[config.mk]
export PLATFORM = sky130hd
export DESIGN_NAME = pulse_scheduler_flat
export DESIGN_NICKNAME = d
export VERILOG_FILES = /design/src/rtl/pulse_scheduler_pkg.sv /design/src/rtl/pulse_scheduler_if.sv /design/src/rtl/pulse_scheduler_rr_arbiter.sv /design/src/rtl/pulse_scheduler.sv /design/src/flat_wrapper.sv
export SDC_FILE = /design/constraint.sdc
export NUM_CORES = 1
export LEC_CHECK = 0
export CORE_AREA = 8 8 79 81
export DETAILED_ROUTE_END_ITERATION = 10
export DIE_AREA = 0 0 87 89
export GPL_TIMING_DRIVEN = 1
export PLACE_DENSITY = 0.83
export SLEW_MARGIN = 20
export SYNTH_ARGS = -nofsm -noshare
export SYNTH_HDL_FRONTEND = slang
export SYNTH_HIERARCHICAL = 1
export SYNTH_SLANG_ARGS = --single-unit
[constraint.sdc]
create_clock -name i_clk -period 4.3 [get_ports i_clk]
set_input_delay 1.29 -clock i_clk [delete_from_list [all_inputs] [get_ports i_clk]]
set_output_delay 1.29 -clock i_clk [all_outputs]
set_load 0.01 [all_outputs]
[src/rtl/pulse_scheduler_pkg.sv]
// Shared types and constants for the pulse scheduler: FSM encoding, the gap length and
// the owner-index width helper.
package pulse_sched_pkg;

  typedef enum logic [1:0] {
    ST_IDLE   = 2'd0,
    ST_ACTIVE = 2'd1,
    ST_GAP    = 2'd2
  } state_t;

  localparam int GAP_CYCLES = 1;

  function automatic int owner_w(input int n);
    return (n <= 2) ? 1 : $clog2(n);
  endfunction

endpackage

[src/rtl/pulse_scheduler_if.sv]
// Request/length inputs and pulse/status outputs of the pulse scheduler, bundled so the
// producer side (master) and the scheduler (slave) share one definition.
interface pulse_scheduler_if
  import pulse_sched_pkg::*;
#(
  parameter int NUM_REQ    = 4,
  parameter int PULSE_SIZE = 16
);

  localparam int OWN_W = owner_w(NUM_REQ);

  logic [NUM_REQ-1:0]            req;
  logic [NUM_REQ*PULSE_SIZE-1:0] len;
  logic                          pulse_out;
  logic [OWN_W-1:0]              owner;
  logic                          busy;
  logic                          done;
  logic [NUM_REQ-1:0]            pending;

  modport master (
    output req, len,
    input  pulse_out, owner, busy, done, pending
  );

  modport slave (
    input  req, len,
    output pulse_out, owner, busy, done, pending
  );

endinterface

[src/rtl/pulse_scheduler_rr_arbiter.sv]
// Combinational round-robin picker: the first pending channel found scanning upward from
// the one after the most recent grant, wrapping at NUM_REQ.
module rr_arbiter
  import pulse_sched_pkg::*;
#(
  parameter  int NUM_REQ = 4,
  localparam int OWN_W   = owner_w(NUM_REQ)
) (
  input  logic [NUM_REQ-1:0] i_pending,
  input  logic [OWN_W-1:0]   i_last_grant,
  output logic               o_grant_valid,
  output logic [OWN_W-1:0]   o_grant_idx
);

  logic [2*NUM_REQ-1:0] w_dbl;
  logic [NUM_REQ-1:0]   w_rot;

  // Rotate so bit 0 is the channel right after the last grant.
  assign w_dbl = {i_pending, i_pending} >> (int'(i_last_grant) + 1);
  assign w_rot = w_dbl[NUM_REQ-1:0];

  // Lowest set bit of the rotated vector wins; map it back to a channel index.
  always_comb begin
    o_grant_valid = |w_rot;
    o_grant_idx   = {OWN_W{1'b0}};
    for (int j = NUM_REQ - 1; j >= 0; j--) begin
      o_grant_idx = w_rot[j] ? OWN_W'((int'(i_last_grant) + 1 + j) % NUM_REQ) : o_grant_idx;
    end
  end

endmodule

[src/rtl/pulse_scheduler.sv]
// Shares one pulse-stretching timer among NUM_REQ strobe sources: latches requests,
// grants round-robin, emits one high pulse of the granted length and a fixed low gap.
module pulse_scheduler
  import pulse_sched_pkg::*;
#(
  parameter int NUM_REQ    = 4,
  parameter int PULSE_SIZE = 16
) (
  input  logic              i_clk,
  input  logic              i_rst_n,
  pulse_scheduler_if.slave  bus
);

  localparam int                    OWN_W    = owner_w(NUM_REQ);
  localparam logic [OWN_W-1:0]      LAST_RST = OWN_W'(NUM_REQ - 1);
  localparam logic [PULSE_SIZE-1:0] CNT_ONE  = PULSE_SIZE'(1);
  localparam logic [PULSE_SIZE-1:0] CNT_GAP  = PULSE_SIZE'(GAP_CYCLES);
  localparam logic [PULSE_SIZE-1:0] CNT_ZERO = {PULSE_SIZE{1'b0}};

  state_t                 r_state;
  state_t                 w_state_nx;
  logic [PULSE_SIZE-1:0]  r_counter;
  logic [PULSE_SIZE-1:0]  w_counter_nx;
  logic [PULSE_SIZE-1:0]  w_len_sel;
  logic [NUM_REQ-1:0]     r_pending;
  logic [NUM_REQ-1:0]     w_clear;
  logic [OWN_W-1:0]       r_owner;
  logic [OWN_W-1:0]       r_last_grant;
  logic [OWN_W-1:0]       w_grant_idx;
  logic                   w_grant_valid;
  logic                   w_grant;
  logic                   r_pulse;
  logic                   r_busy;
  logic                   r_done;

  rr_arbiter #(.NUM_REQ(NUM_REQ)) u_arb (
    .i_pending     (r_pending),
    .i_last_grant  (r_last_grant),
    .o_grant_valid (w_grant_valid),
    .o_grant_idx   (w_grant_idx)
  );

  assign w_len_sel = bus.len[int'(w_grant_idx)*PULSE_SIZE +: PULSE_SIZE];
  assign w_clear   = w_grant ? ({{(NUM_REQ-1){1'b0}}, 1'b1} << w_grant_idx) : {NUM_REQ{1'b0}};

  // Next-state and counter: the counter times the pulse in ACTIVE, then the gap in GAP.
  always_comb begin
    w_state_nx   = r_state;
    w_counter_nx = r_counter;
    w_grant      = 1'b0;
    case (r_state)
      ST_IDLE: begin
        if (w_grant_valid) begin
          w_state_nx   = ST_ACTIVE;
          w_counter_nx = (w_len_sel == CNT_ZERO) ? CNT_ONE : w_len_sel;
          w_grant      = 1'b1;
        end else begin
          w_state_nx   = ST_IDLE;
        end
      end
      ST_ACTIVE: begin
        if (r_counter <= CNT_ONE) begin
          w_state_nx   = ST_GAP;
          w_counter_nx = CNT_GAP;
        end else begin
          w_counter_nx = r_counter - CNT_ONE;
        end
      end
      ST_GAP: begin
        if (r_counter <= CNT_ONE) begin
          w_state_nx   = ST_IDLE;
          w_counter_nx = CNT_ZERO;
        end else begin
          w_counter_nx = r_counter - CNT_ONE;
        end
      end
      default: begin
        w_state_nx   = ST_IDLE;
        w_counter_nx = CNT_ZERO;
      end
    endcase
  end

  // State, pending latch (new strobes beat the grant clear) and registered outputs.
  always_ff @(posedge i_clk or negedge i_rst_n) begin
    if (!i_rst_n) begin
      r_state      <= ST_IDLE;
      r_counter    <= CNT_ZERO;
      r_pending    <= {NUM_REQ{1'b0}};
      r_owner      <= {OWN_W{1'b0}};
      r_last_grant <= LAST_RST;
      r_pulse      <= 1'b0;
      r_busy       <= 1'b0;
      r_done       <= 1'b0;
    end else begin
      r_state   <= w_state_nx;
      r_counter <= w_counter_nx;
      r_pending <= (r_pending & ~w_clear) | bus.req;
      r_pulse   <= (w_state_nx == ST_ACTIVE);
      r_busy    <= (w_state_nx != ST_IDLE);
      r_done    <= (w_state_nx == ST_ACTIVE) && (w_counter_nx == CNT_ONE);
      if (w_grant) begin
        r_owner      <= w_grant_idx;
        r_last_grant <= w_grant_idx;
      end
    end
  end

  assign bus.pulse_out = r_pulse;
  assign bus.owner     = r_owner;
  assign bus.busy      = r_busy;
  assign bus.done      = r_done;
  assign bus.pending   = r_pending;

endmodule

[src/flat_wrapper.sv]
// flat-port wrapper written by rule: the top's interface ports become plain ports
module pulse_scheduler_flat import pulse_sched_pkg::*;
#(
  parameter int NUM_REQ    = 4,
  parameter int PULSE_SIZE = 16
)
  (i_clk, i_rst_n, bus_req, bus_len, bus_pulse_out, bus_owner, bus_busy, bus_done, bus_pending);
  pulse_scheduler_if #(.NUM_REQ(NUM_REQ), .PULSE_SIZE(PULSE_SIZE)) bus_i ();
  input  logic i_clk;
  input  logic i_rst_n;
  input wire logic [$bits(bus_i.req)-1:0] bus_req;
  input wire logic [$bits(bus_i.len)-1:0] bus_len;
  output wire logic [$bits(bus_i.pulse_out)-1:0] bus_pulse_out;
  output wire logic [$bits(bus_i.owner)-1:0] bus_owner;
  output wire logic [$bits(bus_i.busy)-1:0] bus_busy;
  output wire logic [$bits(bus_i.done)-1:0] bus_done;
  output wire logic [$bits(bus_i.pending)-1:0] bus_pending;
  assign bus_i.req = bus_req;
  assign bus_i.len = bus_len;
  assign bus_pulse_out = bus_i.pulse_out;
  assign bus_owner = bus_i.owner;
  assign bus_busy = bus_i.busy;
  assign bus_done = bus_i.done;
  assign bus_pending = bus_i.pending;
  pulse_scheduler #(.NUM_REQ(NUM_REQ), .PULSE_SIZE(PULSE_SIZE)) u_core (.i_clk(i_clk), .i_rst_n(i_rst_n), .bus(bus_i));
endmodule
==> results.sh <==
export IMPL_drv_slew=0
export IMPL_hold_violations=0
export IMPL_power_leakage_uw=0.00123
export IMPL_wl_mm=7.25
export IMPL_final_period_utilization_pct=79.5
export IMPL_status="complete, no violations"
export IMPL_fmax_ghz=0.293
export IMPL_cellPowerDensity_mw_per_mm2=309
export IMPL_rsz0062_at_grt="false"
export IMPL_pwr_share_comb_pct=32.0
export IMPL_multi_input_area_mm2=0.00141
export IMPL_cts_made_buffers=5
export IMPL_clock_root_buffer="clkbuf_8"
export IMPL_syn_area_mm2=0.00222
export IMPL_cp_cell_sequence="clkdlybuf4s50_1 > mux4_2 > or4_1 > a211oi_1 > and3_1 > nor4_1 > o21bai_1 > nor4b_2"
export IMPL_gp_congestion=0.939
export IMPL_cts_setup_buffers=0
export IMPL_synthXorXnorAreaFrac_pct=3.49
export IMPL_arrival_ns=3.61
export IMPL_synth_area_per_cell_um2=9.75
export IMPL_yosys_warnings=6
export IMPL_cts_sinks=29
export IMPL_drc=0
export IMPL_dieArea_mm2=0.00774
export IMPL_grt_use_met2_pct=33.9
export IMPL_path_buf_inv=1
export IMPL_antenna_cells=0
export IMPL_gr_max_usage_layer="met2"
export IMPL_final_util_pct=63.5
export IMPL_synth_common_cells="dfrtp_1, nand2_1, mux2i_1, mux4_2"
export IMPL_synth_top_family_by_area="simple AND/OR/NAND/NOR gates"
export IMPL_synth_edff_count=0
export IMPL_swShare_pct=34.4
export IMPL_port_buffer_count=78
export IMPL_hold_buffers=0
export IMPL_clock_latency_ns=0.29
export IMPL_max_cap_violations=0
export IMPL_core_mm2=0.00498
export IMPL_synth_fa_ha_area_share_pct=1.13
export IMPL_overflow=0
export IMPL_fp_dieH_um=89
export IMPL_grt_max_degree=30
export IMPL_switching_power_uw=336
export IMPL_globalRouteMet3Util_pct=6.16
export IMPL_antenna_found_initial=0
export IMPL_die_w_um=87
export IMPL_fin_nets=376
export IMPL_finalWorstSetupSlack_ns=0.883
export IMPL_ant_nets=0
export IMPL_power_frac_clock_pct=26.2
export IMPL_first_iter_violations=255
export IMPL_synth_most_common_cell="dfrtp_1"
export IMPL_tns_ns=0
export IMPL_ff_latch_area_um2=728
export IMPL_synth_mux_area_share_pct=19.0
export IMPL_synthArstFlopShare_pct=100
export IMPL_period_needed_ns=3.42
export IMPL_nFillCells=395
export IMPL_critical_path_required_ns=4.49
export IMPL_clockBufferDepth=2
export IMPL_synth_largest_area_cell="dfrtp_1"
export IMPL_crit_slowest_cell="or4_1"
export IMPL_crit_path_end_kind="register"
export IMPL_dp_hpwl_mm=5.79
export IMPL_synth_main_ff_cell="dfrtp_1"
export IMPL_internal_power_uw=639
export IMPL_synthTopCellsByArea="dfrtp_1, mux4_2, mux2i_1"
export IMPL_vias=2309
export IMPL_place_worst_setup_slack_ns=0.604
export IMPL_synth_simple_gate_area_share_pct=22.0
export IMPL_synthToLayoutAreaGrowth_pct=42.2
export IMPL_synth_compound_area_share_pct=17.5
export IMPL_slowest_delay_ns=0.56
export IMPL_synth_nets=300
export IMPL_wl_per_cell_um=19.3
export IMPL_ys_seq_elements=29
export IMPL_drt_pass1_iter_count=6
export IMPL_hold_class="register to register"
export IMPL_grtUsageMet1_pct=22.5
export IMPL_synth_distinct_cells=57
export IMPL_pin_count=79
export IMPL_path_max_fanout=2
export IMPL_htree_levels=2
export IMPL_crit_family="simple AND/OR/NAND/NOR gates"
export IMPL_grt_pass1_wl_mm=11.8
export IMPL_grt_usage_pct=19.8
export IMPL_rows=26
export IMPL_postCtsResizedCells=0
export IMPL_p_seq_share_pct=41.8
export IMPL_synth_top_area_share_pct=30.4
export IMPL_worst_slew_pin_slew_ns=0.774
export IMPL_peakVddDrop_uv=150
export IMPL_setup_violations=0
export IMPL_cts_tree="built"
export IMPL_floorplan_initialDensity_pct=44.6
export IMPL_vias_per_cell=6.16
export IMPL_yosysSeqAreaShare_pct=32.8
export IMPL_critPathLaunchType="input pin"
export IMPL_skew_ns=0.00369
export IMPL_syn_inst=228
export IMPL_drive_gt1_share_pct=13.1
export IMPL_criticalPathCategory="input pin to register"
export IMPL_slew_headroom_pct=48.4
export IMPL_grt_pass1_vias=2397
export IMPL_clkTransAtPathRegs_ns=0.06
## final timing paths
| path | from | end | slack (ns) | cells past startpoint |
|---|---|---|---|---|
| max in group asynchronous | i_rst_n | u_core/r_last_grant[0]$_DFFE_PN1P_ | 2.57 | 2 |
| min in group asynchronous | i_rst_n | u_core/bus.pending[1]$_DFF_PN0_ | 1.40 | 2 |
| hold reg to reg | u_core/bus.owner[1]$_DFFE_PN0P_ | u_core/bus.owner[1]$_DFFE_PN0P_ | 0.48 | 2 |
| hold / removal | u_core/bus.owner[1]$_DFFE_PN0P_ | u_core/bus.owner[1]$_DFFE_PN0P_ | 0.48 | 2 |
| setup / recovery | bus_len[60] | u_core/bus.done$_DFF_PN0_ | 0.88 | 8 |
| setup reg to reg | u_core/r_last_grant[1]$_DFFE_PN1P_ | u_core/bus.done$_DFF_PN0_ | 0.95 | 10 |
## cell type report
cell class	instances	area share [%]
flip-flops and latches	29	23.0
clock inverters	1	0.158
inverters	9	1.07
multi-input cells	178	44.5
clock buffers	7	3.05
repair buffers	81	25.4
well taps	70	2.77
## metrics by stage
stage / instances / instance area [um2] / hold WS, ns / total power [uW]
2_1_floorplan: 228 / 2220 / 0.460 / 581
6_report: 375 / 3160 / 0.480 / 975
4_1_cts: 375 / 3160 / 0.483 / 968
3_3_place_gp: 367 / 3060 / 0.462 / 704
5_1_grt: 375 / 3160 / 0.511 / 1020
3_5_place_dp: 367 / 3060 / 0.468 / 714
## cells in the final DEF, fill, tap and decap left out, types with 2 or more instances in the layout
| cell type | instances |
|---|---|
| a2111oi_0 | 2 |
| a21oi_1 | 8 |
| a22oi_1 | 2 |
| a31oi_1 | 3 |
| and3_1 | 2 |
| buf_4 | 3 |
| clkbuf_8 | 7 |
| clkdlybuf4s50_1 | 78 |
| dfrtp_1 | 27 |
| dfstp_2 | 2 |
| ha_1 | 2 |
| inv_1 | 7 |
| inv_2 | 2 |
| mux2_2 | 2 |
| mux2i_1 | 13 |
| mux4_2 | 12 |
| nand2_1 | 25 |
| nand2b_1 | 8 |
| nand3_1 | 7 |
| nor2_1 | 8 |
| nor2b_1 | 2 |
| nor3_1 | 9 |
| nor4_1 | 6 |
| o2111ai_1 | 2 |
| o211ai_1 | 3 |
| o21ai_0 | 9 |
| o22ai_1 | 7 |
| o311ai_0 | 2 |
| o31ai_1 | 3 |
| or3_1 | 4 |
| or4_1 | 5 |
| or4_4 | 2 |
| xnor2_1 | 4 |
| xor2_1 | 3 |
## registers in the layout, summed over array words and instances (netlist names)
| name | cells |
|---|---|
| u_core/bus.busy | 1 |
| u_core/bus.done | 1 |
| u_core/bus.owner | 2 |
| u_core/bus.pending | 4 |
| u_core/bus.pulse_out | 1 |
| u_core/r_counter | 16 |
| u_core/r_last_grant | 2 |
| u_core/r_state | 2 |
## power by group through the flow
| stage | registers (uW) | clock network (uW) | logic, uW |
|---|---|---|---|
| floorplan | 385 | 0 | 197 |
| global placement | 404 | 0 | 300 |
| detailed placement | 408 | 0 | 306 |
| CTS | 403 | 257 | 308 |
| global route | 415 | 269 | 338 |
| finish | 408 | 255 | 312 |
## cells by family (layout without fill, tap and decap cells)
logic type	Yosys count	after routing
AOI/OAI and AO/OA	54	54
buffers and inverters	21	98
xor gates and xnor gates	8	8
muxes	27	27
and+or+nand+nor	87	87
DFF	29	29
adders and majority gates	2	2
## layer usage
| layer | up-vias | part of all wire (%) |
|---|---|---|
| li1 | 1034 | - |
| met1 | 1105 | 38 |
| met2 | 149 | 48 |
| met3 | 21 | 10 |
| met4 | 0 | 2.7 |
| met5 | - | 0 |
## worst register-to-register path: cells and delay by family (launching register included)
family	cells	cell delay, ns
compound gates	5	1.32
flops	1	0.59
simple gates	3	0.72
buf+inv	1	0.34
mux	1	0.29
No activity file was read; power rests on OpenSTA's default activity.
